--- src/rtl/uart_rx.sv ---
// 8N1 UART receiver: a two-flop synchronizer feeds a start/data/stop FSM.
// The FSM samples each bit near its centre using a down-counting bit-period divider.
module uart_rx #(
    parameter int DIV_RATE  = 260,
    parameter int DIV_CNT_W = 9
) (
    input  logic       clk,
    input  logic       reset,
    input  logic       rx,
    output logic       rx_busy,
    output logic       rx_end,
    output logic       rx_frame_err,
    output logic [7:0] rx_data
);

    typedef enum logic [1:0] {
        IDLE  = 2'd0,
        START = 2'd1,
        DATA  = 2'd2,
        STOP  = 2'd3
    } state_t;

    localparam logic [DIV_CNT_W-1:0] DIV_FULL = DIV_CNT_W'(DIV_RATE);
    localparam logic [DIV_CNT_W-1:0] DIV_HALF = DIV_CNT_W'(DIV_RATE / 2);
    localparam logic [DIV_CNT_W-1:0] DIV_ONE  = DIV_CNT_W'(1);
    localparam logic [DIV_CNT_W-1:0] DIV_ZERO = DIV_CNT_W'(0);

    logic                 rx_meta;
    logic                 rx_sync;
    logic                 rx_prev;
    state_t               state;
    logic [DIV_CNT_W-1:0] div_cnt;
    logic [2:0]           bit_cnt;
    logic [7:0]           shift_reg;

    state_t               state_nxt;
    logic [DIV_CNT_W-1:0] div_nxt;
    logic [2:0]           bit_nxt;
    logic [7:0]           shift_nxt;
    logic [7:0]           data_nxt;
    logic                 end_nxt;
    logic                 err_nxt;
    logic                 sample;
    logic                 fall_edge;

    // Input synchronizer plus one history flop for falling-edge detection.
    always_ff @(posedge clk or negedge reset) begin
        if (!reset) begin
            rx_meta <= 1'b1;
            rx_sync <= 1'b1;
            rx_prev <= 1'b1;
        end else begin
            rx_meta <= rx;
            rx_sync <= rx_meta;
            rx_prev <= rx_sync;
        end
    end

    assign sample    = (div_cnt == DIV_ZERO);
    // A line held low never shows prev=1/cur=0, so it cannot start a frame.
    assign fall_edge = rx_prev & ~rx_sync;

    // Next-state, divider, bit counter, shift register and output pulse logic.
    always_comb begin
        state_nxt = state;
        div_nxt   = div_cnt;
        bit_nxt   = bit_cnt;
        shift_nxt = shift_reg;
        data_nxt  = rx_data;
        end_nxt   = 1'b0;
        err_nxt   = 1'b0;
        case (state)
            IDLE: begin
                if (fall_edge) begin
                    state_nxt = START;
                    div_nxt   = DIV_HALF;
                    bit_nxt   = 3'd0;
                end else begin
                    state_nxt = IDLE;
                end
            end
            START, DATA, STOP: begin
                if (!sample) begin
                    div_nxt = div_cnt - DIV_ONE;
                end else begin
                    div_nxt = DIV_FULL;
                    case (state)
                        START: begin
                            if (!rx_sync) begin
                                state_nxt = DATA;
                                bit_nxt   = 3'd0;
                            end else begin
                                state_nxt = IDLE;
                            end
                        end
                        DATA: begin
                            shift_nxt = {rx_sync, shift_reg[7:1]};
                            if (bit_cnt == 3'd7) begin
                                state_nxt = STOP;
                            end else begin
                                bit_nxt = bit_cnt + 3'd1;
                            end
                        end
                        STOP: begin
                            state_nxt = IDLE;
                            if (rx_sync) begin
                                data_nxt = shift_reg;
                                end_nxt  = 1'b1;
                            end else begin
                                err_nxt  = 1'b1;
                            end
                        end
                        default: begin
                            state_nxt = IDLE;
                        end
                    endcase
                end
            end
            default: begin
                state_nxt = IDLE;
                div_nxt   = DIV_FULL;
                bit_nxt   = 3'd0;
            end
        endcase
    end

    // FSM state, datapath and registered outputs.
    always_ff @(posedge clk or negedge reset) begin
        if (!reset) begin
            state        <= IDLE;
            div_cnt      <= DIV_FULL;
            bit_cnt      <= 3'd0;
            shift_reg    <= 8'h00;
            rx_data      <= 8'h00;
            rx_end       <= 1'b0;
            rx_frame_err <= 1'b0;
            rx_busy      <= 1'b0;
        end else begin
            state        <= state_nxt;
            div_cnt      <= div_nxt;
            bit_cnt      <= bit_nxt;
            shift_reg    <= shift_nxt;
            rx_data      <= data_nxt;
            rx_end       <= end_nxt;
            rx_frame_err <= err_nxt;
            rx_busy      <= (state_nxt != IDLE);
        end
    end

endmodule

--- config.mk ---
export PLATFORM = sky130hd
export DESIGN_NAME = uart_rx
export DESIGN_NICKNAME = d
export VERILOG_FILES = /design/src/rtl/uart_rx.sv
export SDC_FILE = /design/constraint.sdc
export NUM_CORES = 1
export LEC_CHECK = 0
export CAP_MARGIN = 25
export CORE_UTILIZATION = 45
export CTS_BUF_LIST = sky130_fd_sc_hd__clkbuf_4 sky130_fd_sc_hd__clkbuf_8 sky130_fd_sc_hd__clkbuf_16
export DETAILED_ROUTE_END_ITERATION = 6
export PLACE_DENSITY = 0.67
export SLEW_MARGIN = 20
export SYNTH_ARGS = -nofsm -noshare
export SYNTH_HDL_FRONTEND = slang
export SYNTH_SLANG_ARGS = --single-unit
export TNS_END_PERCENT = 30
--- constraint.sdc ---
create_clock -name clk -period 2.1 [get_ports clk]
set_clock_uncertainty 0.05 [all_clocks]
set_input_delay 0.42 -clock clk [delete_from_list [all_inputs] [get_ports clk]]
set_output_delay 0.42 -clock clk [all_outputs]
set_load 0.1 [all_outputs]
==> results of run 1 <==
-- synthesized netlist by cell type (all sizes together), types with 2 or more instances --
cell type	count	area share (%)
dfstp	5	7.9
ha	8	6.0
a21oi	7	2.3
clkbuf	2	0.45
nor2	8	1.8
mux2	18	12
nand2	11	2.5
nor4	3	1.5
or3	2	1.0
dfrtp	31	46
nand2b	3	1.1
mux2i	2	1.2
inv	12	2.7
nor4b	2	1.9
o21ai	7	2.1
a2bb2oi	2	1.0
nor3	2	1.3
a31oi	2	0.75
a21boi	2	0.90
-- cells by family (layout without fill, tap and decap cells) --
family,Yosys count,in the layout
DFF,36,36
and+or+nand+nor,34,34
AOI/OAI and AO/OA,27,27
muxes,20,20
buffers and inverters,15,44
adders and majority gates,8,8
-- cell type report --
cell class                      count  area (µm²)
Timing Repair Buffer               24         198
Tap cell                           46        57.6
Inverter                           12        45.0
Fill cell                         294        1420
Clock buffer                        5        68.8
Multi-Input combinational cell     89         707
Clock inverter                      3        42.5
Sequential cell                    36         907
-- worst max path at each step --
stage / from / to / slack (ns) / cells after the start
final: div_cnt[0]$_DFFE_PN0P_ / rx_data[1]$_DFFE_PN0P_ / 0.1 / 7
after global routing: div_cnt[5]$_DFFE_PN0P_ / rx_data[0]$_DFFE_PN0P_ / -0.0005 / 5
after CTS: div_cnt[0]$_DFFE_PN0P_ / rx_data[1]$_DFFE_PN0P_ / 0.04 / 6
after detailed placement: div_cnt[0]$_DFFE_PN0P_ / rx_data[3]$_DFFE_PN0P_ / 0.06 / 6
after global placement: div_cnt[5]$_DFFE_PN0P_ / rx_data[3]$_DFFE_PN0P_ / 0.1 / 4
after floorplan: state[0]$_DFF_PN0_ / bit_cnt[0]$_DFFE_PN0P_ / 0.1 / 7
-- metal layers --
layer,wire length (µm),vias up,global-route usage [%]
met5,0,-,0
met4,8,0,7.27
met3,84,2,4.20
met2,1500,15,28.6
met1,1360,556,21.6
li1,-,544,-
-- layout by cell type, fill, tap and decap left out, types with 2 or more instances in the layout --
| master | instances |
|---|---|
| buf_4 | 21 |
| nor2_1 | 8 |
| mux2i_1 | 2 |
| o21ai_0 | 7 |
| nor4_1 | 2 |
| clkdlybuf4s50_1 | 2 |
| ha_1 | 8 |
| inv_1 | 12 |
| mux2_2 | 17 |
| nand2_1 | 11 |
| nand2b_1 | 3 |
| clkbuf_8 | 5 |
| dfrtp_1 | 31 |
| dfstp_2 | 5 |
| a2bb2oi_1 | 2 |
| a31oi_1 | 2 |
| a21oi_1 | 6 |
-- power by group --
| group | internal [mW] | total [mW] | leakage (nW) | switching [mW] |
|---|---|---|---|---|
| Combinational | 0.337 | 0.759 | 0.474 | 0.422 |
| Sequential | 0.793 | 0.882 | 0.469 | 0.0889 |
| Clock | 0.351 | 0.596 | 0.0541 | 0.245 |
-- stage by stage --
step,instances,worst slack (ns),cell area [µm²]
after floorplan,140,0.0982,1670
after global placement,205,0.0989,1900
after detailed placement,205,0.0599,1900
after CTS,213,0.0424,2010
after global routing,215,-0.000519,2030
final,215,0.0989,2030
==> impl_metrics.csv, run 1 <==
group,metric,value,unit
run_status,status,"completed",
setup_path,worstPathArrival,2.12,ns
clock_tree,cts_buffer_depth,2,
logic_synthesis,synth_compound_area_share,10.6,%
logic_synthesis,syn_nets,151,
logic_synthesis,synth_top_family_by_area,"multiplexers",
sta,min_period_over_period,95.3,%
logic_synthesis,synth_edf_count,0,
sta,setup_viol,0,
logic_synthesis,synth-seq-cells,36,
route,wl,2.95,mm
route,avgRoutedWirePerCell,13.7,µm
logic_synthesis,ys_warn_count,0,
run,drv_cap,0,
clock_tree,clk_pin_slew_worst_paths,0.07,ns
grt,antenna_found_initial,0,
layout,layout.nets,179,
logic_synthesis,avgSynthCellArea,11.9,µm²
sta,hold_violations,0,
setup_path,r2r-start,"div_cnt[0]$_DFFE_PN0P_",
clock_tree,numCtsBuffers,5,
sta,worstMarginPinSlew,0.507,ns
route,viasPerCell,5.20,
route,drc,0,
layout,largest_reg_flops,9,
floorplanning,pin_count,14,
place,hpwl,2.11,mm
sta,clock.fmax,500,MHz
logic_synthesis,async_flop_share,100,%
sta,fin_tns_setup,0,ns
setup_path,crit_type,"reg -> reg",
logic_synthesis,synth-simple-area-share,12.2,%
layout,post-route-util,58.9,%
power_and_ir_drop,ir_drop,0.602,mV
logic_synthesis,synthFlopType,"dfrtp_1",
floorplanning,dieArea,3960,µm²
power_and_ir_drop,p_leak,0.997,nW
setup_path,path_buf_inv,2,
setup_path,rrSetupSlack,0.1,ns
logic_synthesis,synth_adder_area_share,5.99,%
setup_path,timing.rr.end,"rx_data[1]$_DFFE_PN0P_",
setup_path,slowest_delay,0.38,ns
min_path,hold_depth,0,
min_path,worstHoldEndpoint,"rx_sync$_DFF_PN1_",
logic_synthesis,ys_types,37,
sta,slew-limit-headroom,65.8,%
setup_path,critPathRequiredTime,2.22,ns
floorplanning,rows,21,
clock_tree,cts_tree,"yes",
logic_synthesis,postSynthCellCount,140,
route,drt_iter0_drc,44,
floorplanning,core,3440,µm²
grt,grt_pass1_wl,5.33,mm
grt,grt_pass1_vias,1202,
setup_path,critPathTopFamily,"simple AND/OR/NAND/NOR gates",
power_and_ir_drop,total_power,2.24,mW
place,placement.io_buffers,13,
min_path,hold_class,"reg -> reg",
route,ant_nets,0,
clock_tree,cts-resized-gates,0,
logic_synthesis,synth_seq_area_share,54.3,%
place,gp_congestion,0.805,
route,firstDrtPassIters,4,
layout,area_delta_synth_final,21.2,%
setup_path,crit_slowest_cell,"dfrtp_1",
min_path,hp-start,"rx_meta$_DFF_PN1_",
setup_path,path_cells,"inv_1 -> ha_1 -> nor4b_4 -> nand2_1 -> nor3_4 -> buf_4 -> mux2_2",
setup_path,cp_max_fo,5,
clock_tree,holdBufCountCts,0,
setup_path,r2r_cells,7,
logic_synthesis,synthXorXnorAreaFrac,0,%
grt,grt_overflow,0,
route,routed-via-count,1117,
layout,antenna_cells,0,
grt,grt_usage,17.4,%
clock_tree,worstSkewPairLatency,0.28,ns
floorplanning,chipWidth,63.0,µm
power_and_ir_drop,power.density,1100,nW/µm²
sta,fin_crit,2.00,ns
sta,hold_ws,0.307,ns
logic_synthesis,synthMuxAreaShare,13.5,%
setup_path,endpoint_kind,"register",
floorplanning,start_util,48.6,%
clock_tree,cts_sinks,36,
clock_tree,htreeDepth,2,
setup_path,cp-start-kind,"register",
floorplanning,die_h,63.0,µm
layout,drive_gt1_share,34.3,%
clock_tree,cts_root_buffer,"clkbuf_8",
sta,drv_slew,0,
clock_tree,cts_post_setup_buffers_inserted,0,
logic_synthesis,netlist_area,1670,µm²
grt,grt_max_degree,37,
Power figures use the tool's default switching activity.
==> run 2, diff against run 1 <==
--- a/config.mk
+++ b/config.mk
@@ -6,6 +6,7 @@
 export NUM_CORES = 1
 export LEC_CHECK = 0
 export CAP_MARGIN = 25
+export CORE_MARGIN = 8
 export CORE_UTILIZATION = 45
 export CTS_BUF_LIST = sky130_fd_sc_hd__clkbuf_4 sky130_fd_sc_hd__clkbuf_8 sky130_fd_sc_hd__clkbuf_16
 export DETAILED_ROUTE_END_ITERATION = 6
==> impl_metrics.csv, run 2 (synthesized netlist as in run 1, its figures left out) <==
group,metric,value,unit
route,viasPerCell,5.23,
power_and_ir_drop,total_power,2.47,mW
layout,fin_area,2080,µm²
sta,hold_violations,0,
route,drc,0,
min_path,hold_class,"reg -> reg",
route,drt_iter0_drc,62,
route,avgRoutedWirePerCell,14.2,µm
clock_tree,cts_sinks,36,
route,ant_nets,0,
clock_tree,cts_root_buffer,"clkbuf_8",
grt,antenna_found_initial,0,
route,wl,3.09,mm
clock_tree,cts_buffer_depth,2,
grt,grt_overflow,0,
floorplanning,chipWidth,77.0,µm
clock_tree,clk_pin_slew_worst_paths,0.07,ns
floorplanning,dieArea,5920,µm²
layout,antenna_cells,0,
grt,grt_pass1_wl,5.37,mm
power_and_ir_drop,ir_drop,0.552,mV
floorplanning,die_h,77.0,µm
grt,grt_max_degree,37,
sta,hold_ws,0.309,ns
layout,post-route-util,57.8,%
sta,fin_crit,2.00,ns
sta,slew-limit-headroom,67.4,%
floorplanning,start_util,46.4,%
power_and_ir_drop,power.density,1190,nW/µm²
setup_path,critPathRequiredTime,2.23,ns
layout,largest_reg_flops,9,
sta,worstMarginPinSlew,0.485,ns
run,drv_cap,0,
floorplanning,core,3610,µm²
clock_tree,worstSkewPairLatency,0.29,ns
place,placement.io_buffers,13,
layout,register_area,907,µm²
grt,grt_pass1_vias,1157,
power_and_ir_drop,p_leak,1.02,nW
setup_path,cp_max_fo,5,
sta,drv_slew,0,
floorplanning,pin_count,14,
layout,multi_input_area,721,µm²
clock_tree,cts_tree,"yes",
clock_tree,numCtsBuffers,5,
sta,finalWorstSetupSlack,0.0966,ns
floorplanning,rows,22,
route,routed-via-count,1140,
setup_path,crit_type,"reg -> reg",
route,firstDrtPassIters,4,
run_status,status,"completed",
place,gp_congestion,0.844,
sta,setup_viol,0,
layout,layout.nets,180,
place,pre_cts_ws,-0.0600,ns
setup_path,cp-start-kind,"register",
layout,area_delta_synth_final,24.7,%
place,hpwl,2.12,mm
layout,layout_commonest_cell,"dfrtp_1",
place,placed_cell_area,1880,µm²
clock_tree,htreeDepth,2,
setup_path,worstPathArrival,2.13,ns
layout,fillCellCount,299,
sta,min_period_over_period,95.4,%
setup_path,endpoint_kind,"register",
layout,drive_gt1_share,35.9,%
grt,grt_usage,11.2,%
layout,layout_common_cells,"dfrtp_1 (31), buf_4 (23), mux2_2 (17)",
sta,clock.fmax,499,MHz
run 2: critical path: stages (launching register included):
cell	delay, ns
dfrtp_1	0.38
inv_1	0.08
ha_2	0.20
nor4b_4	0.31
nand2_2	0.13
nor3_4	0.23
buf_4	0.18
mux2_2	0.33
run 2: final timing paths:
path / start / endpoint / slack [ns] / cells past startpoint
max: div_cnt[0]$_DFFE_PN0P_ / rx_data[5]$_DFFE_PN0P_ / 0.1 / 7
min: rx_meta$_DFF_PN1_ / rx_sync$_DFF_PN1_ / 0.31 / 0
max reg2reg: div_cnt[0]$_DFFE_PN0P_ / rx_data[5]$_DFFE_PN0P_ / 0.1 / 7
min reg2reg: rx_meta$_DFF_PN1_ / rx_sync$_DFF_PN1_ / 0.31 / 0
max in group asynchronous: reset / rx_sync$_DFF_PN1_ / 1.17 / 2
min in group asynchronous: reset / div_cnt[5]$_DFFE_PN0P_ / 0.48 / 2
run 2: what timing repair did:
item                                   CTS  global route
endpoints found under the hold margin    0             0
setup buffers                            3             1
hold buffers                             0             0
setup endpoints to repair                8             8
pin swaps                                1             0
gates resized for setup                  0             3
run 2: metrics by stage:
stage	setup TNS, ns	instances
after global placement	0	206
after CTS	0	217
after detailed placement	-0.383	206
after floorplan	0	140
final	0	218
after global routing	-0.241	218
run 2: layout make-up:
cell class / instances / area share [%]
Sequential cell: 36 / 43.5
Multi-Input combinational cell: 89 / 34.6
Timing Repair Buffer: 25 / 9.24
Clock inverter: 3 / 4.32
Clock buffer: 5 / 3.30
Tap cell: 48 / 2.88
Inverter: 12 / 2.16
run 2: where the power goes:
part           leakage (nW)  switching, mW  internal (mW)
logic                 0.477          0.417          0.326
registers             0.469         0.0954          0.792
clock network        0.0784          0.246          0.594
total                  1.02          0.758           1.71
run 2: metal layers:
layer	track usage (%)	up-vias	routed length, µm
met5	0	-	0
met4	4.04	0	52
met3	4.55	6	150
met2	17.3	20	1410
met1	13.8	567	1470
li1	-	547	-
==> run 3, diff against run 2 <==
--- a/config.mk
+++ b/config.mk
@@ -5,7 +5,7 @@
 export SDC_FILE = /design/constraint.sdc
 export NUM_CORES = 1
 export LEC_CHECK = 0
-export CAP_MARGIN = 25
+export CAP_MARGIN = 40
 export CORE_MARGIN = 8
 export CORE_UTILIZATION = 45
 export CTS_BUF_LIST = sky130_fd_sc_hd__clkbuf_4 sky130_fd_sc_hd__clkbuf_8 sky130_fd_sc_hd__clkbuf_16
==> results of run 3 <==
Final layout, timing and power as in run 2 (identical DEF).
